### src/rtl/cdr_ctrl_pkg.sv
// Shared types and default gear constants for the CDR acquisition/tracking sequencer.
package cdr_ctrl_pkg;

  typedef enum logic [2:0] {
    ST_IDLE   = 3'd0,
    ST_ACQ    = 3'd1,
    ST_TRACK  = 3'd2,
    ST_LOCKED = 3'd3,
    ST_CLEAR  = 3'd4
  } cdr_state_e;

  typedef struct packed {
    logic [4:0] kp;
    logic [4:0] ki;
  } gear_t;

  localparam int unsigned ACQ_KP_DEF = 8;
  localparam int unsigned ACQ_KI_DEF = 14;
  localparam int unsigned TRK_KP_DEF = 12;
  localparam int unsigned TRK_KI_DEF = 18;

  function automatic gear_t make_gear(input int unsigned kp, input int unsigned ki);
    gear_t g;
    g.kp = 5'(kp);
    g.ki = 5'(ki);
    return g;
  endfunction

endpackage

### src/rtl/cdr_loop_sequencer_if.sv
// Strobe/error inputs and loop-filter control outputs between cdr_core and the sequencer.
interface cdr_loop_sequencer_if #(
  parameter int unsigned WIN_LOG2 = 6
);
  logic                     enable;
  logic                     sample_en;
  logic signed [15:0]       f_n;
  logic [4:0]               kp_shift;
  logic [4:0]               ki_shift;
  logic                     lf_clear;
  logic                     locked;
  logic [2:0]               state;
  logic [15+WIN_LOG2:0]     win_metric;

  modport master (
    output enable, sample_en, f_n,
    input  kp_shift, ki_shift, lf_clear, locked, state, win_metric
  );

  modport slave (
    input  enable, sample_en, f_n,
    output kp_shift, ki_shift, lf_clear, locked, state, win_metric
  );
endinterface

### src/rtl/cdr_err_window.sv
// Windowed |f_n| energy: accumulates 2^WIN_LOG2 strobes, pulses win_done and latches the sum.
module cdr_err_window #(
  parameter int unsigned WIN_LOG2 = 6
) (
  input  logic                   clk,
  input  logic                   rst,
  input  logic                   clear,
  input  logic                   sample_en,
  input  logic signed [15:0]     f_n,
  output logic                   win_done,
  output logic [15+WIN_LOG2:0]   win_sum,
  output logic [15+WIN_LOG2:0]   win_metric
);
  localparam int unsigned ACC_W = 16 + WIN_LOG2;

  logic [ACC_W-1:0]    acc;
  logic [WIN_LOG2-1:0] cnt;
  logic signed [16:0]  f_ext;
  logic [16:0]         mag;

  // One extra bit so |-32768| is representable without saturation.
  assign f_ext    = {f_n[15], f_n};
  assign mag      = f_ext[16] ? 17'(-f_ext) : 17'(f_ext);
  assign win_sum  = acc + ACC_W'(mag);
  assign win_done = sample_en && (cnt == '1);

  // NOTE: sequential state uses non-blocking assignments so every register samples pre-edge values.
  always_ff @(posedge clk) begin
    if (rst) begin
      acc        <= '0;
      cnt        <= '0;
      win_metric <= '0;
    end else begin
      if (win_done) win_metric <= win_sum;
      if (clear || win_done) begin
        acc <= '0;
        cnt <= '0;
      end else if (sample_en) begin
        acc <= win_sum;
        cnt <= cnt + 1'b1;
      end
    end
  end

endmodule

### src/rtl/cdr_loop_sequencer.sv
// Gear-shift and lock sequencer for the CDR PI loop filter, driven by windowed PD error energy.
module cdr_loop_sequencer
  import cdr_ctrl_pkg::*;
#(
  parameter int unsigned WIN_LOG2         = 6,
  parameter int unsigned LOCK_THR         = 2048,
  parameter int unsigned UNLOCK_THR       = 4096,
  parameter int unsigned LOCK_WINS        = 4,
  parameter int unsigned LOSS_WINS        = 2,
  parameter int unsigned ACQ_TIMEOUT_WINS = 64,
  parameter int unsigned ACQ_KP_SHIFT     = ACQ_KP_DEF,
  parameter int unsigned ACQ_KI_SHIFT     = ACQ_KI_DEF,
  parameter int unsigned TRK_KP_SHIFT     = TRK_KP_DEF,
  parameter int unsigned TRK_KI_SHIFT     = TRK_KI_DEF
) (
  input logic                 clk,
  input logic                 rst,
  cdr_loop_sequencer_if.slave bus
);
  localparam int unsigned ACC_W  = 16 + WIN_LOG2;
  localparam int unsigned GOOD_W = $clog2(LOCK_WINS + 1);
  localparam int unsigned BAD_W  = $clog2(LOSS_WINS + 1);
  localparam int unsigned WIN_W  = $clog2(ACQ_TIMEOUT_WINS + 1);

  localparam logic [ACC_W-1:0] LOCK_THR_V   = ACC_W'(LOCK_THR);
  localparam logic [ACC_W-1:0] UNLOCK_THR_V = ACC_W'(UNLOCK_THR);
  localparam gear_t ACQ_GEAR = make_gear(ACQ_KP_SHIFT, ACQ_KI_SHIFT);
  localparam gear_t TRK_GEAR = make_gear(TRK_KP_SHIFT, TRK_KI_SHIFT);

  cdr_state_e        state_q, state_d;
  logic [GOOD_W-1:0] good_q, good_d;
  logic [BAD_W-1:0]  bad_q, bad_d;
  logic [WIN_W-1:0]  win_q, win_d;
  logic              active, win_done, win_good, win_bad, win_clear;
  logic [ACC_W-1:0]  win_sum, win_metric;
  gear_t             gear;

  assign active    = (state_q == ST_ACQ) || (state_q == ST_TRACK) || (state_q == ST_LOCKED);
  assign win_good  = win_sum < LOCK_THR_V;
  assign win_bad   = win_sum > UNLOCK_THR_V;
  // Any state change restarts the window so each state judges only its own samples.
  assign win_clear = (state_d != state_q) || !active;

  cdr_err_window #(.WIN_LOG2(WIN_LOG2)) u_window (
    .clk        (clk),
    .rst        (rst),
    .clear      (win_clear),
    .sample_en  (bus.sample_en && active),
    .f_n        (bus.f_n),
    .win_done   (win_done),
    .win_sum    (win_sum),
    .win_metric (win_metric)
  );

  always_ff @(posedge clk) begin
    if (rst) begin
      state_q <= ST_IDLE;
      good_q  <= '0;
      bad_q   <= '0;
      win_q   <= '0;
    end else begin
      state_q <= state_d;
      good_q  <= good_d;
      bad_q   <= bad_d;
      win_q   <= win_d;
    end
  end

  // NOTE: every variable gets a default before the case so no path can infer a latch.
  always_comb begin
    state_d = state_q;
    good_d  = good_q;
    bad_d   = bad_q;
    win_d   = win_q;
    unique case (state_q)
      ST_IDLE: if (bus.enable) state_d = ST_ACQ;
      ST_ACQ: if (win_done) begin
        good_d = win_good ? good_q + 1'b1 : '0;
        win_d  = win_q + 1'b1;
        // Advancing beats a coincident timeout.
        if (good_d == GOOD_W'(LOCK_WINS))            state_d = ST_TRACK;
        else if (win_d == WIN_W'(ACQ_TIMEOUT_WINS))  state_d = ST_CLEAR;
      end
      ST_TRACK: if (win_done) begin
        good_d = good_q + 1'b1;
        if (!win_good)                          state_d = ST_ACQ;
        else if (good_d == GOOD_W'(LOCK_WINS))  state_d = ST_LOCKED;
      end
      ST_LOCKED: if (win_done) begin
        bad_d = win_bad ? bad_q + 1'b1 : '0;
        if (bad_d == BAD_W'(LOSS_WINS)) state_d = ST_CLEAR;
      end
      ST_CLEAR: state_d = ST_ACQ;
      default:  state_d = ST_IDLE;
    endcase
    if (!bus.enable) state_d = ST_IDLE;
    if (state_d != state_q) begin
      good_d = '0;
      bad_d  = '0;
      win_d  = '0;
    end
  end

  always_comb begin
    gear = ACQ_GEAR;
    if (state_q == ST_TRACK || state_q == ST_LOCKED) gear = TRK_GEAR;
  end

  assign bus.kp_shift   = gear.kp;
  assign bus.ki_shift   = gear.ki;
  assign bus.lf_clear   = (state_q == ST_IDLE) || (state_q == ST_CLEAR);
  assign bus.locked     = (state_q == ST_LOCKED);
  assign bus.state      = state_q;
  assign bus.win_metric = win_metric;

endmodule

### src/flat_wrapper.sv
// flat-port wrapper written by rule: the top's interface ports become plain ports
module cdr_loop_sequencer_flat import cdr_ctrl_pkg::*;
#(
  parameter int unsigned WIN_LOG2         = 6,
  parameter int unsigned LOCK_THR         = 2048,
  parameter int unsigned UNLOCK_THR       = 4096,
  parameter int unsigned LOCK_WINS        = 4,
  parameter int unsigned LOSS_WINS        = 2,
  parameter int unsigned ACQ_TIMEOUT_WINS = 64,
  parameter int unsigned ACQ_KP_SHIFT     = ACQ_KP_DEF,
  parameter int unsigned ACQ_KI_SHIFT     = ACQ_KI_DEF,
  parameter int unsigned TRK_KP_SHIFT     = TRK_KP_DEF,
  parameter int unsigned TRK_KI_SHIFT     = TRK_KI_DEF
)
  (clk, rst, bus_enable, bus_sample_en, bus_f_n, bus_kp_shift, bus_ki_shift, bus_lf_clear, bus_locked, bus_state, bus_win_metric);
  cdr_loop_sequencer_if #(.WIN_LOG2(WIN_LOG2)) bus_i ();
  input logic clk;
  input logic rst;
  input wire logic [$bits(bus_i.enable)-1:0] bus_enable;
  input wire logic [$bits(bus_i.sample_en)-1:0] bus_sample_en;
  input wire logic [$bits(bus_i.f_n)-1:0] bus_f_n;
  output wire logic [$bits(bus_i.kp_shift)-1:0] bus_kp_shift;
  output wire logic [$bits(bus_i.ki_shift)-1:0] bus_ki_shift;
  output wire logic [$bits(bus_i.lf_clear)-1:0] bus_lf_clear;
  output wire logic [$bits(bus_i.locked)-1:0] bus_locked;
  output wire logic [$bits(bus_i.state)-1:0] bus_state;
  output wire logic [$bits(bus_i.win_metric)-1:0] bus_win_metric;
  assign bus_i.enable = bus_enable;
  assign bus_i.sample_en = bus_sample_en;
  assign bus_i.f_n = bus_f_n;
  assign bus_kp_shift = bus_i.kp_shift;
  assign bus_ki_shift = bus_i.ki_shift;
  assign bus_lf_clear = bus_i.lf_clear;
  assign bus_locked = bus_i.locked;
  assign bus_state = bus_i.state;
  assign bus_win_metric = bus_i.win_metric;
  cdr_loop_sequencer #(.WIN_LOG2(WIN_LOG2), .LOCK_THR(LOCK_THR), .UNLOCK_THR(UNLOCK_THR), .LOCK_WINS(LOCK_WINS), .LOSS_WINS(LOSS_WINS), .ACQ_TIMEOUT_WINS(ACQ_TIMEOUT_WINS), .ACQ_KP_SHIFT(ACQ_KP_SHIFT), .ACQ_KI_SHIFT(ACQ_KI_SHIFT), .TRK_KP_SHIFT(TRK_KP_SHIFT), .TRK_KI_SHIFT(TRK_KI_SHIFT)) u_core (.clk(clk), .rst(rst), .bus(bus_i));
endmodule
### config.mk
export PLATFORM = sky130hd
export DESIGN_NAME = cdr_loop_sequencer_flat
export DESIGN_NICKNAME = d
export VERILOG_FILES = /design/src/rtl/cdr_ctrl_pkg.sv /design/src/rtl/cdr_loop_sequencer_if.sv /design/src/rtl/cdr_err_window.sv /design/src/rtl/cdr_loop_sequencer.sv /design/src/flat_wrapper.sv
export SDC_FILE = /design/constraint.sdc
export NUM_CORES = 1
export LEC_CHECK = 0
export BUFFER_PORTS_ARGS = -buffer_cell sky130_fd_sc_hd__buf_2
export CAP_MARGIN = 0
export CORE_MARGIN = 8
export CORE_UTILIZATION = 59
export DETAILED_ROUTE_END_ITERATION = 12
export PLACE_DENSITY = 0.81
export SLEW_MARGIN = 20
export SYNTH_ARGS = -nofsm -noshare
export SYNTH_HDL_FRONTEND = slang
export SYNTH_SLANG_ARGS = --single-unit
### constraint.sdc
create_clock -name clk -period 5.9 [get_ports clk]
set_input_delay 0.59 -clock clk [delete_from_list [all_inputs] [get_ports clk]]
set_output_delay 0.59 -clock clk [all_outputs]
set_load 0.02 [all_outputs]
==> run summary, run 1 <==
Status: completed
Design Power: 895.1 uW
Minimum clock period after layout: 4.997 ns
Core box area: 7214 sq um
Avg Inst Size Synth: 7.691 sq um
Post-CTS Hold Fix Bufs: 0
Vias in the first global route: 4089
FMAX: 0.2001 GHz
VDD IR max: 0.1033 mV
P_leak: 1.784 nW
Antenna violations before repair: 0
Synth cell types: 69
Placer Congestion: 0.9513
Vias/cell: 5.987
NumNets Final: 644
Endpoints failing hold: 0
Top-count cell post-synth: nand2_1
Utilization after layout: 65.97%
Area grow syn2layout: 9.342%
Num rows: 31
Max capacitance violation total: 0
CP max FO: 26
I/O pins: 57
Die area: 10380 sq um
CTS tree: yes
Die Ht: 101.9 microns
Routed wire length: 11.01 mm
First-pass detailed-route iteration total: 5
CP Data Arrival Time: 5.23 ns
Initial DRC Count: 278
First-pass GRT wire length: 18.59 mm
Antenna Cells: 0
DRC violations left: 0
Largest area contributor in the synthesized netlist: dfxtp_1
Cts repair resizes: 0
Final slew viol count: 0
Worst EP required: 6.14 ns
Clock sinks: 65
Slew @ Worst Pin: 0.9954 ns
Seq cells post-synth: 65
Die width: 101.9 microns
Post-Syn Area: 4353 sq um
CTS H-tree lvls: 3
CTS clk-pin slew, worst paths: 0.07 ns
Setup Viol. Count Final: 0
Starting Density: 60.34%
Via count: 4221
Overflow after GRT: 0
Max Clock Skew: 0.01054 ns
IO Port Bufs: 50
Placed Cells incl. Taps: 689
Number of synthesized flops with an enable pin: 0
Slew HR: 33.46%
Ys flop type: dfxtp_1
Multi-input logic area: 2856 sq um
Pin count of the biggest net entering global routing: 30
Top cells by count, synth: nand2_1 (111), dfxtp_1 (65), a21oi_1 (64), nor2_1 (42), xnor2_1 (26)
Share of cells above drive strength 1: 15.84%
Register area: 1301 sq um
Share of flip-flops with an asynchronous set or reset: 0%
Yosys Warn Count: 0
Clk_lat worst skew: 0.34 ns
Hold_ws: 0.4522 ns
Postcts setup bufs: 0
Wire length per cell: 15.61 microns
Filler cells: 644
Power Dens Cells: 188.1 nW/um^2
Period utilization: 84.69%
DP HPWL: 8.275 mm
RSZ-0062 raised after global routing: no
CTS buffer count: 9
Setup TNS: 0 ns
Synth area leaders: dfxtp_1 (30%), nand2_1 (9.6%), a21oi_1 (7.4%), ha_1 (6.3%), xnor2_1 (5.2%)
Share of the synthesized area in the top cell type: 29.89%
Crit. End Element: register
Root Buffer: clkbuf_8
Cells after Synth: 566
Bufs on Longest Clock Path: 2
GRT Overall Usage: 22.05%
Finished Layout Cells: 705
Antenna viol nets, final: 0
Hold/Removal Path Class: register to register
Setup CP Type: input port to register
Setup crit start kind: input port
Seq/Total Area, Yosys: 29.89%
[worst max-delay path: stages]
cell and delay [ns]:
buf_2 0.12, or4_1 0.56, or4_1 0.44, o21ai_0 0.22
xnor2_1 0.10, ha_1 0.42, a21oi_2 0.13, o21ai_1 0.36
mux2_2 0.39, a31oi_1 0.15, nand4_1 0.20, nor4_4 0.26
nand4_1 0.21, o21ai_2 0.21, nand3_2 0.49, a211oi_1 0.38
[path summary, 6_finish.rpt]
path	cells after the start	from	end	slack [ns]
worst max-delay path	16	bus_f_n[8]	u_core.u_window.acc[8]$_SDFFE_PP0P_	0.90
worst min-delay path	2	u_core.u_window.win_metric[4]$_SDFFE_PP0P_	u_core.u_window.win_metric[4]$_SDFFE_PP0P_	0.45
worst max register to register	12	u_core.u_window.acc[0]$_SDFFE_PP0P_	u_core.u_window.acc[8]$_SDFFE_PP0P_	1.99
worst min register to register	2	u_core.u_window.win_metric[4]$_SDFFE_PP0P_	u_core.u_window.win_metric[4]$_SDFFE_PP0P_	0.45
[placed cells by master, fill, tap and decap left out, types with 3 or more instances in the layout]
cell type / synthesis / layout
o31ai_1: 3 / 3
mux2i_1: 3 / 3
and3_1: 6 / 6
nand3_1: 6 / 6
o21a_1: 6 / 6
clkbuf_8: 0 / 9
nand4_1: 14 / 14
or4_1: 6 / 6
a31oi_1: 4 / 4
ha_1: 22 / 22
a211oi_1: 4 / 4
nand2b_1: 4 / 4
a2bb2oi_1: 3 / 3
a21oi_2: 5 / 5
nor2_1: 42 / 42
and4_1: 3 / 3
nor3_1: 12 / 12
o211ai_1: 5 / 5
xnor2_1: 26 / 26
inv_1: 11 / 11
a21o_1: 8 / 8
and2_1: 4 / 4
o21ai_0: 18 / 18
a21oi_1: 64 / 64
nand2_1: 111 / 111
xor2_1: 14 / 14
nor2_2: 8 / 8
clkinvlp_4: 0 / 3
or3_1: 4 / 4
buf_2: 6 / 50
mux2_2: 3 / 3
conb_1: 2 / 7
dfxtp_1: 65 / 65
buf_4: 8 / 3
[power by group]
part	switching (mW)	internal [mW]
clock	0.173	0.151
combinational	0.0850	0.0446
sequential	0.00179	0.439
total	0.260	0.635
[per-layer routing]
metal	track usage [%]	routed length [microns]	vias up
met1	26.34	4804	1944
met4	9.029	216	0
met2	37.47	5177	174
met5	0	0	-
li1	-	-	2076
met3	4.768	806	27
[flip-flops by register name, summed over array words and instances (netlist names)]
register and count:
u_core.good_q 3, u_core.bad_q 2, u_core.win_q 7, u_core.u_window.acc 22, u_core.bus.state 3, u_core.u_window.win_metric 22, u_core.u_window.cnt 6
[metrics by stage]
step | worst slack [ns] | area [sq um]
floorplan | 1.398 | 4372
global route | 0.5400 | 4760
global placement | 0.7704 | 4596
detailed placement | 0.5761 | 4596
finish | 0.9030 | 4760
CTS | 0.9331 | 4760
[layout make-up]
| class | instances | share of cell area, % |
|---|---|---|
| sequential | 65 | 27.34 |
| multi-input combinational | 461 | 60.02 |
| clock inverter | 5 | 0.6835 |
| inverter | 11 | 0.8675 |
| tap | 99 | 2.603 |
| clock buffer | 11 | 2.760 |
| timing repair buffer | 53 | 5.731 |
[logic make-up (layout without fill, tap and decap cells)]
family | count (synthesis) | in the layout | synth area share, %
other | 2 | 7 | 0.1725
AND/OR/NAND/NOR | 233 | 233 | 25.55
XOR/XNOR | 40 | 40 | 8.048
adder cells (fa/ha/maj) | 23 | 23 | 6.783
AO/OA/AOI/OAI | 152 | 152 | 23.17
buffers and inverters | 45 | 80 | 4.915
multiplexers | 6 | 6 | 1.466
flip-flops | 65 | 65 | 29.89
No activity file was read; power rests on OpenSTA's default activity.
==> run 2: changes to the inputs <==
- clock period: 5.9 -> 4.63 ns (I/O delays scaled with it)
==> run summary, run 2 (synthesis results as in run 1) <==
Core box area: 7214 sq um
Place WS: -0.04438 ns
CTS clk-pin slew, worst paths: 0.07 ns
CP Data Arrival Time: 4.53 ns
Crit. End Element: register
Cts repair resizes: 0
Routed wire length: 11.52 mm
Max capacitance violation total: 0
Placed cell areas: 4786 sq um
CP max FO: 26
Setup crit start kind: input port
Postcts setup bufs: 0
Share of cells above drive strength 1: 18.98%
Via count: 4309
VDD IR max: 0.1525 mV
Post-CTS Hold Fix Bufs: 0
Slew @ Worst Pin: 0.8774 ns
Placed Cells incl. Taps: 711
Crit path largest cell delay: 0.33 ns
Die area: 10380 sq um
DP HPWL: 8.663 mm
Antenna viol nets, final: 0
Overflow after GRT: 0
Period utilization: 92.41%
Die Ht: 101.9 microns
Hold_ws: 0.4482 ns
Biggest regs: u_core.u_window.acc (22), u_core.u_window.win_metric (22), u_core.win_q (7)
NumNets Final: 666
DRC violations left: 0
Leading cell type in the layout, fill and taps excluded: nand2_1
Clock sinks: 65
Num rows: 31
First-pass GRT wire length: 19.67 mm
Vias/cell: 5.935
Setup CP Type: input port to register
Finished Layout Cells: 726
Worst path buffer plus inverter count: 4
IO Port Bufs: 50
Reg2Reg Setup Slack: 1.12 ns
Filler cells: 638
Pin count of the biggest net entering global routing: 30
Setup WS post-layout: 0.3512 ns
Minimum clock period after layout: 4.279 ns
Design Power: 1.230 mW
Final slew viol count: 0
FMAX: 0.2337 GHz
Power Dens Cells: 246.8 nW/um^2
Antenna Cells: 0
CTS H-tree lvls: 3
Starting Density: 60.34%
Bufs on Longest Clock Path: 2
Placer Congestion: 0.9588
RSZ-0062 raised after global routing: no
Utilization after layout: 69.08%
Design area: 4984 sq um
Clk_lat worst skew: 0.34 ns
First-pass detailed-route iteration total: 5
Wire length per cell: 15.87 microns
P_leak: 1.930 nW
Highest-delay cell along the critical path: a211oi_2
CTS tree: yes
I/O pins: 57
Endpoints failing hold: 0
GRT Overall Usage: 23.33%
Initial DRC Count: 322
Die width: 101.9 microns
CP cell instances: buf_2 -> inv_1 -> ha_1 -> nand2b_1 -> nor2_1 -> nand2_1 -> or2_2 -> o21ai_0 -> xnor2_1 -> ha_1 -> a21o_1 -> a211oi_2 -> o31ai_4 -> a2111oi_2 -> a311oi_1 -> buf_4 -> nor4_4 -> nand4_1 -> o21ai_2 -> nand3_2 -> buf_12 -> a211oi_1
Root Buffer: clkbuf_8
Max Clock Skew: 0.01006 ns
Status: completed
Hold/Removal Path Class: register to register
Setup TNS: 0 ns
CP delay by family, top: compound AO/OA/AOI/OAI gates
Worst EP required: 4.88 ns
Setup Viol. Count Final: 0
Vias in the first global route: 4129
Slew HR: 41.34%
Area grow syn2layout: 14.49%
Antenna violations before repair: 0
CTS buffer count: 9
Most frequent cells in the layout: nand2_1 (111), dfxtp_1 (65), a21oi_1 (64), buf_2 (50), nor2_1 (41)
Critical path's most frequent cell: ha_1
==> run 2: changes by cell type in the layout (fill, tap and decap cells not counted), moves of 2 or more <==
cell        previous run  this run
buf_12                 0         2
buf_4                  3        23
clkbuf_8               9        11
clkinvlp_4             3         0
==> run 2: cell type report <==
| class | count | area (sq um) | share of cell area [%] |
|---|---|---|---|
| Sequential cell | 65 | 1301 | 26.11 |
| Timing Repair Buffer | 75 | 462.9 | 9.289 |
| Tap cell | 99 | 123.9 | 2.486 |
| Clock inverter | 3 | 40.04 | 0.8034 |
| Multi-Input combinational cell | 461 | 2859 | 57.37 |
| Clock buffer | 12 | 155.1 | 3.113 |
| Inverter | 11 | 41.29 | 0.8285 |
==> run 2: worst paths after layout <==
kind                                               start                                          end  cells after the start
min          u_core.u_window.win_metric[13]$_SDFFE_PP0P_  u_core.u_window.win_metric[13]$_SDFFE_PP0P_                      2
max                                           bus_f_n[0]         u_core.u_window.acc[21]$_SDFFE_PP0P_                     22
max reg2reg          u_core.u_window.acc[0]$_SDFFE_PP0P_          u_core.u_window.cnt[4]$_SDFFE_PP0P_                     12
min reg2reg  u_core.u_window.win_metric[13]$_SDFFE_PP0P_  u_core.u_window.win_metric[13]$_SDFFE_PP0P_                      2
==> run 2: per-layer routing <==
layer,vias to the layer above,track usage [%],routed length [microns],share of wire (%)
met5,-,0,0,0
li1,2106,-,-,-
met1,2017,29.73,5074,44
met3,16,4.768,827,7.2
met2,170,38.38,5441,47
met4,0,7.675,178,1.5
==> run 2: tightest hold or removal path, cell delays in order, from the launching register on <==
cell	delay (ns)
dfxtp_1	0.31
nand2_1	0.05
a21oi_1	0.05
==> run 2: power breakdown <==
group	internal, mW	total, mW	switching (mW)	leakage (nW)
registers	0.560	0.562	0.00242	0.524
logic	0.0692	0.180	0.111	1.30
clock network	0.274	0.487	0.214	0.102
